### src/rtl/tt_sweep_pkg.sv
// Shared types and width helpers for the truth-table sweep checker.
package tt_sweep_pkg;

   typedef enum logic [1:0] {
      IDLE  = 2'd0,
      APPLY = 2'd1,
      DONE  = 2'd2
   } state_t;

   // Vector index carries one extra bit so the terminal test never aliases on wrap.
   function automatic int vec_w(input int n_in);
      return n_in + 1;
   endfunction

   // Hold timer width; a one-cycle hold still needs a 1-bit counter.
   function automatic int hold_w(input int hold);
      return (hold <= 2) ? 1 : $clog2(hold);
   endfunction

endpackage

### src/rtl/tt_sweep_checker_hold_timer.sv
// Hold-window timer: counts 0..HOLD-1 while enabled and flags the last cycle.
module hold_timer
   import tt_sweep_pkg::*;
#(
   parameter int HOLD = 10
) (
   input  logic clk,
   input  logic rst_n,
   input  logic clr,
   input  logic en,
   output logic last
);

   localparam int            HW       = hold_w(HOLD);
   localparam logic [HW-1:0] LAST_CNT = HW'(HOLD - 1);

   logic [HW-1:0] cnt_q;
   logic [HW-1:0] cnt_d;

   assign last = (cnt_q == LAST_CNT);

   // Next count: clear wins, otherwise wrap to zero after the last hold cycle.
   always_comb begin
      // NOTE: every combinational output gets a default first, so no path can leave it unassigned and infer a latch.
      cnt_d = cnt_q;
      if (clr) begin
         cnt_d = '0;
      end else if (en) begin
         cnt_d = last ? '0 : cnt_q + HW'(1);
      end
   end

   // Count register with synchronous active-low reset.
   always_ff @(posedge clk) begin
      // NOTE: state registers use non-blocking assignments so every flop samples pre-edge values.
      if (!rst_n) begin
         cnt_q <= '0;
      end else begin
         cnt_q <= cnt_d;
      end
   end

endmodule

### config.mk
export PLATFORM = sky130hd
export DESIGN_NAME = hold_timer
export DESIGN_NICKNAME = d
export VERILOG_FILES = /design/src/rtl/tt_sweep_pkg.sv /design/src/rtl/tt_sweep_checker_hold_timer.sv
export SDC_FILE = /design/constraint.sdc
export NUM_CORES = 1
export LEC_CHECK = 0
export ABC_AREA = 1
export BUFFER_PORTS_ARGS = -buffer_cell sky130_fd_sc_hd__buf_2
export CAP_MARGIN = 5
export CORE_AREA = 2 2 39 41
export DETAILED_ROUTE_END_ITERATION = 10
export DIE_AREA = 0 0 41 43
export SETUP_SLACK_MARGIN = 0.15
export SYNTH_ARGS = -nofsm -noshare
export SYNTH_HDL_FRONTEND = slang
export SYNTH_SLANG_ARGS = --single-unit
export TNS_END_PERCENT = 20
### constraint.sdc
create_clock -name clk -period 1.1 [get_ports clk]
set_clock_uncertainty 0.05 [all_clocks]
set_input_delay 0.22 -clock clk [delete_from_list [all_inputs] [get_ports clk]]
set_output_delay 0.22 -clock clk [all_outputs]
set_load 0.005 [all_outputs]
==> results of run 1 <==
## worst max-delay path, cell delays in order (launching register included)
cell     delay [ps]
dfxtp_2         310
inv_2            50
nand2_2          50
nor3_2           80
buf_2           120
## Yosys cell counts (all sizes together)
| master | instances | area (sq um) |
|---|---|---|
| inv | 8 | 30.0 |
| nand2 | 7 | 28.8 |
| nor2 | 6 | 30.0 |
| dfxtp | 4 | 80.1 |
| a21oi | 2 | 13.8 |
| nand3 | 2 | 10.0 |
| nand4 | 1 | 6.26 |
| nor3 | 1 | 5.00 |
| o21ai | 1 | 5.00 |
## cell type report
cell class | count | area share [%]
inverter | 8 | 9.56
multi-input combinational | 20 | 33.9
clock buffer | 3 | 7.17
sequential | 4 | 27.1
timing repair buffer | 8 | 15.9
tap | 16 | 6.37
## logic make-up after synthesis
kind of cell	Yosys count
AO/OA/AOI/OAI	3
AND/OR/NAND/NOR	17
buffers and inverters	8
flip-flops	4
## cell usage in the layout, fill, tap and decap left out, drive strengths merged
cell type,count
a21oi,2
buf,8
clkbuf,3
dfxtp,4
inv,8
nand2,7
nand3,2
nand4,1
nor2,6
nor3,1
o21ai,1
## repair_timing
item,4_1_cts,5_1_grt
gates resized for setup,6,0
setup buffers,4,0
hold endpoints to repair,0,0
setup endpoints to repair,1,3
gates cloned,0,0
pin swaps,0,1
## worst paths after layout
path	end	slack [ps]	cells after the start
max reg2reg	cnt_q[3]$_SDFFE_PP0P_	120	6
min	cnt_q[3]$_SDFFE_PP0P_	230	4
max	last	-30	4
min reg2reg	cnt_q[1]$_SDFFE_PP0P_	480	2
## layer usage
| metal | vias to the layer above | track usage (%) | part of all wire (%) |
|---|---|---|---|
| li1 | 121 | - | - |
| met1 | 108 | 4.81 | 31 |
| met2 | 8 | 10.9 | 59 |
| met3 | 4 | 3.14 | 6.5 |
| met4 | 0 | 10.0 | 2.8 |
| met5 | - | 0 | 0 |
## power by group through the flow
| stage | Sequential (mW) | Clock [mW] | Combinational (mW) |
|---|---|---|---|
| final | 0.151 | 0.178 | 0.0254 |
| after global routing | 0.151 | 0.191 | 0.0283 |
| after detailed placement | 0.153 | 0 | 0.0197 |
| after CTS | 0.150 | 0.193 | 0.0246 |
| after floorplan | 0.152 | 0 | 0.0115 |
| after global placement | 0.153 | 0 | 0.0197 |
==> out/qor.csv, run 1 <==
stage,metric,value,unit
run_status,outcome,finished with violations,
run_status,violations,setup timing,
pwr,p_comb_share,7.2,%
pwr,ir_drop,331,uV
worst_hold_path,hold_path.startpoint,clr,
pwr,netSwitchingFraction,20.6,%
drt,vias_per_cell,4.08,
floorplanning,floorplan.core_area,1380,sq um
pwr,pwr-share-seq,42.5,%
finish,largest_reg_flops,4,
pwr,leakage,0.146,nW
clocking,cts_buffers,3,
drt,drc,0,
pwr,power_frac_clock,50.3,%
drt,drt_iter0_markers,10,
yosys,synth-compound-area-share,8.98,%
drt,wire_per_inst,8.36,microns
finish,final.fill_count,157,
clocking,insertion_delay,230,ps
timing,hold_viol_final,0,
timing,setup_viol,1,
worst_setup_path,critPathArrivalTime,860,ps
pwr,p_per_area,1130,nW/um^2
place,place.gp.congestion,0.687,
floorplanning,start_util,15.1,%
finish,syn2layout_area_growth,50.3,%
timing,min_period_over_period,103,%
yosys,synth_cell_types,13,
pwr,p_int,281,uW
place,post-dp-hpwl,314,microns
place,dp_slack,122,ps
yosys,synth_top_family_by_area,simple AND/OR/NAND/NOR gates,
clocking,cts.sink_count,4,
worst_setup_path,reg2reg_from,cnt_q[0]$_SDFFE_PP0P_,
floorplanning,die_y,43,microns
clocking,path_clk_slew,40,ps
grt,grt_pass1_vias,214,
worst_setup_path,setup.worst_path.start,cnt_q[2]$_SDFFE_PP0P_,
grt,grt_pass1_wl,738,microns
place,dp_cells,52,
worst_setup_path,crit_type,reg -> out,
clocking,clock_path_buffers,2,
worst_setup_path,path_max_fanout,2,
finish,num-nets-final,49,
drt,ant_nets,0,
floorplanning,die_x,41,microns
finish,fin_cells,59,
timing,hold_ws,232,ps
finish,ff_latch_area,85.1,sq um
run,drv_cap,0,
timing,rsz0062_at_grt,true,
place,io_buffer_count,4,
place,place_area,249,sq um
finish,design_area,314,sq um
worst_hold_path,min_path_type,in -> reg,
timing,worst_slack,-29.9,ps
grt,grt_overflow,0,
clocking,ctsHoldBuffers,0,
drt,routed_wl,493,microns
yosys,synthMuxAreaShare,0,%
pwr,power,354,uW
yosys,yosysSeqAreaShare,38.3,%
worst_setup_path,cp-end-kind,primary output,
floorplanning,rows,14,
timing,worst_pin_slew,291,ps
grt,grt_max_degree,6,
timing,finalCriticalPeriod,1130,ps
timing,setup-tns-final,-29.9,ps
pwr,netSwitchingPower,72.8,uW
clocking,htreeDepth,1,
grt,grt_use_total,7.12,%
yosys,synthXorXnorAreaFrac,0,%
finish,utilization,22.7,%
finish,regMostFlops,cnt_q,
yosys,synth_cells,32,
finish,largestRegisters,cnt_q (4),
yosys,yosys.area_share.simple,38.3,%
worst_setup_path,cp_data_required_time,830,ps
yosys,yosysWarnings,0,
yosys,synth.net_count,36,
clocking,tritoncts,done,
finish,multiInputGateArea,106,sq um
worst_setup_path,start_kind,flip-flop,
timing,relSlewSlack,80.5,%
clocking,cts_root_buffer,clkbuf_4,
yosys,synth-adder-area-share,0,%
timing,slew_violations,0,
finish,drive_above_1_share,53.5,%
floorplanning,die-area,1760,sq um
timing,max_freq,0.885,GHz
drt,vias,241,
drt,drt_first_pass_iters,4,
yosys,ys_ff_latch,4,
yosys,syn_area,209,sq um
grt,antenna_found_initial,0,
yosys,avgSynthCellArea,6.53,sq um
floorplanning,io_pins,5,
finish,antenna_cells,0,
No activity file was read; power rests on OpenSTA's default activity.
==> run 2, diff against run 1 <==
==> constraint.sdc (replaced) <==
create_clock -name clk -period 1.1 [get_ports clk]
set_clock_uncertainty 0.05 [all_clocks]
set_input_delay 0.22 -clock clk [delete_from_list [all_inputs] [get_ports clk]]
set_output_delay 0.22 -clock clk [all_outputs]
set_load 0.05 [all_outputs]
==> out/qor.csv, run 2 (same netlist as run 1, synthesis figures left out) <==
stage,metric,value,unit
worst_setup_path,start_kind,flip-flop,
worst_setup_path,cp_slowest_stage_delay,310,ps
clocking,htreeDepth,1,
timing,finalCriticalPeriod,1220,ps
drt,vias,235,
clocking,cts_buffers,3,
finish,utilization,25.3,%
worst_setup_path,critPathArrivalTime,950,ps
timing,slew_violations,0,
pwr,ir_drop,264,uV
finish,largest_reg_flops,4,
timing,min_period_over_period,111,%
worst_setup_path,crit_path_top_delay_cell,dfxtp_2,
timing,hold_ws,216,ps
clocking,tritoncts,done,
worst_setup_path,crit_type,reg -> out,
drt,ant_nets,0,
clocking,clock_path_buffers,2,
timing,relSlewSlack,83.7,%
worst_setup_path,worstPathCellList,inv_2 > nand2_4 > nor3_4 > buf_6,
floorplanning,die-area,1760,sq um
finish,drive_above_1_share,60.0,%
finish,final.fill_count,159,
drt,drt_iter0_markers,1,
worst_setup_path,cp-end-kind,primary output,
clocking,cts_root_buffer,clkbuf_4,
run_status,outcome,finished with violations,
finish,final_cell_mix,"6 x buf_4, 5 x nor2_1, 5 x nand2_1",
finish,largestRegisters,cnt_q (4),
timing,hold_viol_final,0,
grt,antenna_found_initial,0,
clocking,cts.sink_count,4,
pwr,leakage,0.159,nW
drt,vias_per_cell,3.85,
drt,wire_per_inst,8.11,microns
grt,grt_overflow,0,
floorplanning,floorplan.core_area,1380,sq um
grt,grt_use_total,7.73,%
grt,grt_pass1_wl,786,microns
floorplanning,rows,14,
finish,mostFrequentLayoutCell,buf_4,
run,drv_cap,0,
clocking,insertion_delay,240,ps
timing,max_freq,0.818,GHz
finish,ff_latch_area,85.1,sq um
grt,grt_pass1_vias,209,
finish,fin_cells,61,
drt,drt_first_pass_iters,4,
finish,num-nets-final,51,
timing,worst_pin_slew,243,ps
finish,design_area,350,sq um
place,place_area,298,sq um
timing,setup_viol,1,
drt,drc,0,
floorplanning,die_y,43,microns
pwr,p_per_area,1050,nW/um^2
clocking,ctsHoldBuffers,0,
drt,routed_wl,495,microns
grt,grt_max_degree,5,
run_status,violations,setup timing,
floorplanning,die_x,41,microns
place,dp_cells,57,
place,place.gp.congestion,0.706,
finish,multiInputGateArea,121,sq um
finish,syn2layout_area_growth,67.7,%
timing,setup-tns-final,-123,ps
timing,rsz0062_at_grt,true,
finish,regMostFlops,cnt_q,
worst_setup_path,cp_data_required_time,830,ps
worst_hold_path,min_path_type,in -> reg,
clocking,path_clk_slew,40,ps
place,post-dp-hpwl,365,microns
floorplanning,start_util,15.1,%
finish,antenna_cells,0,
floorplanning,io_pins,5,
timing,worst_slack,-123,ps
worst_setup_path,path_max_fanout,2,
place,io_buffer_count,4,
==> run 2: final cells by class <==
type	instances	area share, %
Clock buffer	3	6.43
Inverter	8	8.57
Multi-Input combinational cell	20	34.6
Sequential cell	4	24.3
Tap cell	16	5.71
Timing Repair Buffer	10	20.4
==> run 2: worst paths after layout <==
check | from | endpoint | slack, ps | cells past startpoint
worst max-delay path | cnt_q[2]$_SDFFE_PP0P_ | last | -120 | 4
worst min-delay path | clr | cnt_q[1]$_SDFFE_PP0P_ | 220 | 4
worst max register to register | cnt_q[1]$_SDFFE_PP0P_ | cnt_q[3]$_SDFFE_PP0P_ | 140 | 6
worst min register to register | cnt_q[2]$_SDFFE_PP0P_ | cnt_q[2]$_SDFFE_PP0P_ | 520 | 3
==> run 2: report_power, final <==
part | internal, mW | switching [mW] | leakage (nW) | total, mW
registers | 0.148 | 0.00190 | 0.0343 | 0.150
logic | 0.0118 | 0.0152 | 0.111 | 0.0271
clock network | 0.123 | 0.0675 | 0.0138 | 0.190
total | 0.283 | 0.0847 | 0.159 | 0.368
==> run 2: routing by layer <==
metal / up-vias / share of wire (%) / track usage, %
li1: 123 / - / -
met1: 109 / 38 / 6.11
met2: 3 / 57 / 11.6
met3: 0 / 5.1 / 3.14
met4: 0 / 0 / 10.0
met5: - / 0 / 0
==> run 2: critical path: cells and delay by family, from the launching register on <==
| family | cells | cell delay [ps] |
|---|---|---|
| and+or+nand+nor | 2 | 160 |
| DFF | 1 | 310 |
| buffers and inverters | 2 | 240 |
==> run 2: metrics by stage <==
| stage | power (mW) | setup slack, ps |
|---|---|---|
| final | 0.368 | -123 |
| after global placement | 0.177 | 27.1 |
| after floorplan | 0.165 | -41.1 |
| after CTS | 0.377 | -132 |
| after global routing | 0.396 | -182 |
| after detailed placement | 0.177 | 15.1 |
==> run 2: timing repair <==
action / in CTS / in global routing
resized for setup: 9 / 1
endpoints found under the setup margin: 3 / 4
pin swaps: 1 / 1
setup buffers: 1 / 0
